**src/rtl/id_issue_scoreboard.sv**
```systemverilog
// id_issue_scoreboard
//
// Decode-stage issue controller. It holds one decoded instruction in a
// single-entry pipeline register and tracks pending register writes in a
// REG_COUNT-entry busy scoreboard. The held instruction issues only when none
// of its source or destination registers has a write outstanding, which
// covers RAW and WAW hazards. A writeback in the same cycle is bypassed
// through the scoreboard, so a stalled instruction can issue in the very
// cycle its blocking register retires.
//
// Ports
//   clk, rst            clock (rising edge) and synchronous active-high reset
//   in_valid/in_ready   decoder handshake
//   in_instr            raw instruction word carried alongside the fields
//   in_rd/rs1/rs2       decoded register indices
//   in_uses_rs1/rs2     source operand use flags
//   in_writes_rd        instruction writes rd
//   out_valid/out_ready execute-stage handshake
//   out_instr, out_rd/rs1/rs2, out_writes_rd   held instruction fields
//   wb_valid, wb_rd     writeback retiring a register write
//   flush               discard the held instruction (redirect)
//   busy_vec            current scoreboard contents
//   stall_cycles        saturating count of hazard-blocked cycles
module id_issue_scoreboard #(
  parameter int REG_COUNT         = 32,
  parameter int REG_ADDR_WIDTH    = 5,
  parameter int INSTRUCTION_WIDTH = 32,
  parameter int STALL_CNT_WIDTH   = 16
) (
  input  logic                         clk,
  input  logic                         rst,
  input  logic                         in_valid,
  output logic                         in_ready,
  input  logic [INSTRUCTION_WIDTH-1:0] in_instr,
  input  logic [REG_ADDR_WIDTH-1:0]    in_rd,
  input  logic [REG_ADDR_WIDTH-1:0]    in_rs1,
  input  logic [REG_ADDR_WIDTH-1:0]    in_rs2,
  input  logic                         in_uses_rs1,
  input  logic                         in_uses_rs2,
  input  logic                         in_writes_rd,
  output logic                         out_valid,
  input  logic                         out_ready,
  output logic [INSTRUCTION_WIDTH-1:0] out_instr,
  output logic [REG_ADDR_WIDTH-1:0]    out_rd,
  output logic [REG_ADDR_WIDTH-1:0]    out_rs1,
  output logic [REG_ADDR_WIDTH-1:0]    out_rs2,
  output logic                         out_writes_rd,
  input  logic                         wb_valid,
  input  logic [REG_ADDR_WIDTH-1:0]    wb_rd,
  input  logic                         flush,
  output logic [REG_COUNT-1:0]         busy_vec,
  output logic [STALL_CNT_WIDTH-1:0]   stall_cycles
);

  typedef enum logic {
    EMPTY = 1'b0,
    FULL  = 1'b1
  } state_t;

  state_t                       state_q, state_d;
  logic [INSTRUCTION_WIDTH-1:0] instr_q, instr_d;
  logic [REG_ADDR_WIDTH-1:0]    rd_q, rd_d;
  logic [REG_ADDR_WIDTH-1:0]    rs1_q, rs1_d;
  logic [REG_ADDR_WIDTH-1:0]    rs2_q, rs2_d;
  logic                         uses_rs1_q, uses_rs1_d;
  logic                         uses_rs2_q, uses_rs2_d;
  logic                         writes_rd_q, writes_rd_d;
  logic [REG_COUNT-1:0]         busy_q, busy_d;
  logic [STALL_CNT_WIDTH-1:0]   stall_q, stall_d;

  logic                         held_valid;
  logic [REG_COUNT-1:0]         wb_clear;
  logic [REG_COUNT-1:0]         eff_busy;
  logic [REG_COUNT-1:0]         issue_set;
  logic                         rs1_hazard, rs2_hazard, rd_hazard;
  logic                         hazard;
  logic                         fire;
  logic                         accept;

  assign held_valid = (state_q == FULL);

  // Writeback clears are visible in the same cycle so a stalled consumer
  // can issue alongside the retiring write.
  always_comb begin
    wb_clear = '0;
    if (wb_valid) begin
      wb_clear[wb_rd] = 1'b1;
    end
  end

  assign eff_busy = busy_q & ~wb_clear;

  // x0 never carries a pending write, so it never blocks.
  assign rs1_hazard = uses_rs1_q  && (rs1_q != '0) && eff_busy[rs1_q];
  assign rs2_hazard = uses_rs2_q  && (rs2_q != '0) && eff_busy[rs2_q];
  assign rd_hazard  = writes_rd_q && (rd_q  != '0) && eff_busy[rd_q];
  assign hazard     = held_valid && (rs1_hazard || rs2_hazard || rd_hazard);

  assign out_valid = held_valid && !hazard && !flush;
  assign fire      = out_valid && out_ready;
  assign in_ready  = !held_valid || fire || flush;
  assign accept    = in_valid && in_ready;

  always_comb begin
    issue_set = '0;
    if (fire && writes_rd_q && (rd_q != '0)) begin
      issue_set[rd_q] = 1'b1;
    end
  end

  // Next-state logic. The issue set is OR-ed after the writeback clear so a
  // new writer to the retiring register keeps its pending bit. Flush never
  // touches the scoreboard because already-issued writes still retire.
  always_comb begin
    state_d     = state_q;
    instr_d     = instr_q;
    rd_d        = rd_q;
    rs1_d       = rs1_q;
    rs2_d       = rs2_q;
    uses_rs1_d  = uses_rs1_q;
    uses_rs2_d  = uses_rs2_q;
    writes_rd_d = writes_rd_q;
    stall_d     = stall_q;

    if (accept) begin
      state_d     = FULL;
      instr_d     = in_instr;
      rd_d        = in_rd;
      rs1_d       = in_rs1;
      rs2_d       = in_rs2;
      uses_rs1_d  = in_uses_rs1;
      uses_rs2_d  = in_uses_rs2;
      writes_rd_d = in_writes_rd;
    end else if (fire || flush) begin
      state_d = EMPTY;
    end

    busy_d    = (busy_q & ~wb_clear) | issue_set;
    busy_d[0] = 1'b0;

    // Backpressure from out_ready alone is not a hazard and is not counted.
    if (hazard && !flush && (stall_q != '1)) begin
      stall_d = stall_q + {{(STALL_CNT_WIDTH-1){1'b0}}, 1'b1};
    end
  end

  always_ff @(posedge clk) begin
    if (rst) begin
      state_q     <= EMPTY;
      instr_q     <= '0;
      rd_q        <= '0;
      rs1_q       <= '0;
      rs2_q       <= '0;
      uses_rs1_q  <= 1'b0;
      uses_rs2_q  <= 1'b0;
      writes_rd_q <= 1'b0;
      busy_q      <= '0;
      stall_q     <= '0;
    end else begin
      state_q     <= state_d;
      instr_q     <= instr_d;
      rd_q        <= rd_d;
      rs1_q       <= rs1_d;
      rs2_q       <= rs2_d;
      uses_rs1_q  <= uses_rs1_d;
      uses_rs2_q  <= uses_rs2_d;
      writes_rd_q <= writes_rd_d;
      busy_q      <= busy_d;
      stall_q     <= stall_d;
    end
  end

  assign out_instr     = instr_q;
  assign out_rd        = rd_q;
  assign out_rs1       = rs1_q;
  assign out_rs2       = rs2_q;
  assign out_writes_rd = writes_rd_q;
  assign busy_vec      = busy_q;
  assign stall_cycles  = stall_q;

endmodule
```
**config.mk**
```make
export PLATFORM = sky130hd
export DESIGN_NAME = id_issue_scoreboard
export DESIGN_NICKNAME = d
export VERILOG_FILES = /design/src/rtl/id_issue_scoreboard.sv
export SDC_FILE = /design/constraint.sdc
export NUM_CORES = 1
export LEC_CHECK = 0
export BUFFER_PORTS_ARGS = -buffer_cell sky130_fd_sc_hd__buf_2
export CORE_ASPECT_RATIO = 0.75
export CORE_UTILIZATION = 52
export CTS_BUF_LIST = sky130_fd_sc_hd__clkbuf_16
export DETAILED_ROUTE_END_ITERATION = 16
export PLACE_DENSITY = 0.81
export SETUP_SLACK_MARGIN = 0.1
export SYNTH_ARGS = -nofsm -noshare
export SYNTH_HDL_FRONTEND = slang
export SYNTH_SLANG_ARGS = --single-unit
```
**constraint.sdc**
```tcl
create_clock -name clk -period 4 [get_ports clk]
set_input_delay 0.6 -clock clk [delete_from_list [all_inputs] [get_ports clk]]
set_output_delay 0.6 -clock clk [all_outputs]
set_load 0.005 [all_outputs]
```
==> out/metrics.cfg <==
[run_status]
outcome=complete, no violations

[sta]
hold_viol=0
maxSlewViolCount=0
fin_tns_setup_ps=0
slew_headroom=0.438
fin_crit_sh=0.941
finalSetupViolations=0
fmax_mhz=266
fin_worst_skew_ps=7.72
grt_setup_unrepaired=no
min_period_ps=3770
tightest_slew_ps=843

[cts]
h-tree-depth=3
numCtsBuffers=9
clk_pin_slew_ps=70
cts_setup_buffers=0
clock-root-buffer=clkbuf_16
cts_sinks=98
cts_tree=built
clockBufferDepth=2
clk_latency_ps=350
holdBufCountCts=0

[final_layout]
syn_to_final_growth_pct=23.5
final_common_cell=buf_2
drive_gt1_frac=0.299
finalNetCount=802
layout_common_cells=buf_2, dfxtp_1, nor2_1, mux2i_1, buf_4
fin_cells=877
diodes=0

[global_routing]
grt_pass1_vias=4914
grt_pass1_wl_um=25800
gr-total-overflow=0
antenna_found_initial=0
grt_max_degree=54
grt.total_usage=0.329

[yosys]
synth_cell_type_count=69
avgSynthCellArea_um2=8.81
ys_warn_count=0
yosysSeqAreaShare=0.380
syn_inst=586
synth_edf_count=0
synth_ff_type=dfxtp_1
ys_async_sr_fraction=0
syn_area_um2=5160
ys_ff_latch=98
synthesis.nets=648

[detailed_routing]
drc_errors=0
route.top_layer_used=met4
viasPerCell=6.14
routed_wl_um=17000
dr_wl_met3_um=1900
drt_iter0_drc=664
dr.pass1.iters=8
antenna_left=0
vias=5385
wl_met1_um=7220
route.met2.wl_um=7420
wl_per_cell_um=19.3

[placed_design]
place_hpwl_um=12800
dp.cells=861
port_buffers=157
gp_congestion=1.04

[pwr]
p_leak_nw=2.79
power_density_nw_per_um2=348
worst_ir_drop_vdd_uv=299

[worst_hold_path]
hold_class=in -> reg
hold_start=in_instr[0]

[critical_path]
worstReg2RegStart=out_rs2[0]$_SDFFE_PP0P_
startpoint=wb_rd[0]
end_kind=output pin
critical_path_arrival_ps=3170
crit_path_start_kind=input port
cp.required_ps=3400
crit_type=in -> out
crit_fanout=9

[flow_run]
cap_violations=0

[floorplan]
ios=159
num_rows=31
fp.dieH_um=88.3
core-area_um2=9660
initial_core_util=0.534
die_w_um=117
dieArea_um2=10300

==> registers in the layout, indices dropped and copies added, names as in the netlist <==
name	flops
busy_vec	31
held_valid	1
out_instr	32
out_rd	5
out_rs1	5
out_rs2	5
out_writes_rd	1
stall_cycles	16
uses_rs1_q	1
uses_rs2_q	1
==> path summary, 6_finish.rpt <==
kind                              endpoint  slack, ps  depth (start not counted)
min reg2reg     out_instr[27]$_SDFFE_PP0P_        490                          2
min              out_instr[0]$_SDFFE_PP0P_        490                          3
max reg2reg  stall_cycles[15]$_SDFFE_PP0P_        590                         10
max                               in_ready        230                         10
==> critical path, cell delays in order <==
cell and delay, ps:
buf_2 120, or2_1 350, o21ai_0 230, mux4_2 480, a2111oi_0 580, a221oi_2 140
o22ai_2 250, nor2_1 90, a21o_1 200, buf_2 130
==> metal layers <==
| layer | vias to the layer above | GRT usage |
|---|---|---|
| li1 | 2499 | - |
| met1 | 2482 | 0.434 |
| met2 | 355 | 0.514 |
| met3 | 49 | 0.100 |
| met4 | 0 | 0.114 |
| met5 | - | 0 |
==> metrics by stage <==
stage / utilization / worst slack [ps] / cell area (um2) / hold slack (ps) / total power [W]
2_1_floorplan: - / 498 / 5160 / 485 / 0.00129
3_3_place_gp: 0.631 / 252 / 6090 / 469 / 0.00139
3_5_place_dp: 0.631 / 219 / 6090 / 481 / 0.00140
4_1_cts: 0.659 / 299 / 6370 / 478 / 0.00222
5_1_grt: 0.660 / 106 / 6370 / 482 / 0.00229
6_report: 0.660 / 234 / 6370 / 485 / 0.00222
==> cell usage after synthesis (all sizes together), types with 9 or more instances <==
cell type   n  area [um2]
a21oi      17        85.1
buf        29         215
clkbuf     18        67.6
dfxtp      98        1960
mux2i      55         551
nand2      25        93.8
nand3      15        75.1
nand4      13        81.3
nor2       80         300
nor2b      13        81.3
nor3       12        60.1
o211ai      9        67.6
o21ai      35         179
o22ai      27         175
==> area by class of cell <==
cell class                      instances  area (um2)
Clock buffer                            9         225
Tap cell                              132         165
Clock inverter                          7        53.8
Inverter                                7        26.3
Fill cell                             816        3280
Timing Repair Buffer                  190        1050
Sequential cell                        98        1960
Multi-Input combinational cell        434        2900
==> logic make-up (layout without fill, tap and decap cells) <==
group                    count (synthesis)  count (layout)  synth area share
XOR/XNOR                                 4               4           0.00679
AO/OA/AOI/OAI                          151             151             0.203
other                                    1               1          0.000727
multiplexers                            65              65             0.135
AND/OR/NAND/NOR                        212             212             0.212
adder cells (fa/ha/maj)                  1               1           0.00242
flip-flops                              98              98             0.380
buffers and inverters                   54             213            0.0599
==> what timing repair did <==
action / in CTS / in global routing
endpoints found under the setup margin: 0 / 1
gates resized for setup: 0 / 1
endpoints found under the hold margin: 0 / 0
==> where the power goes <==
group,switching (W),total (W),internal (W)
clock,0.000398,0.000826,0.000428
combinational,0.000181,0.000323,0.000142
sequential,0.0000551,0.00107,0.00101
Note: power is estimated with default switching activity, not from simulation.
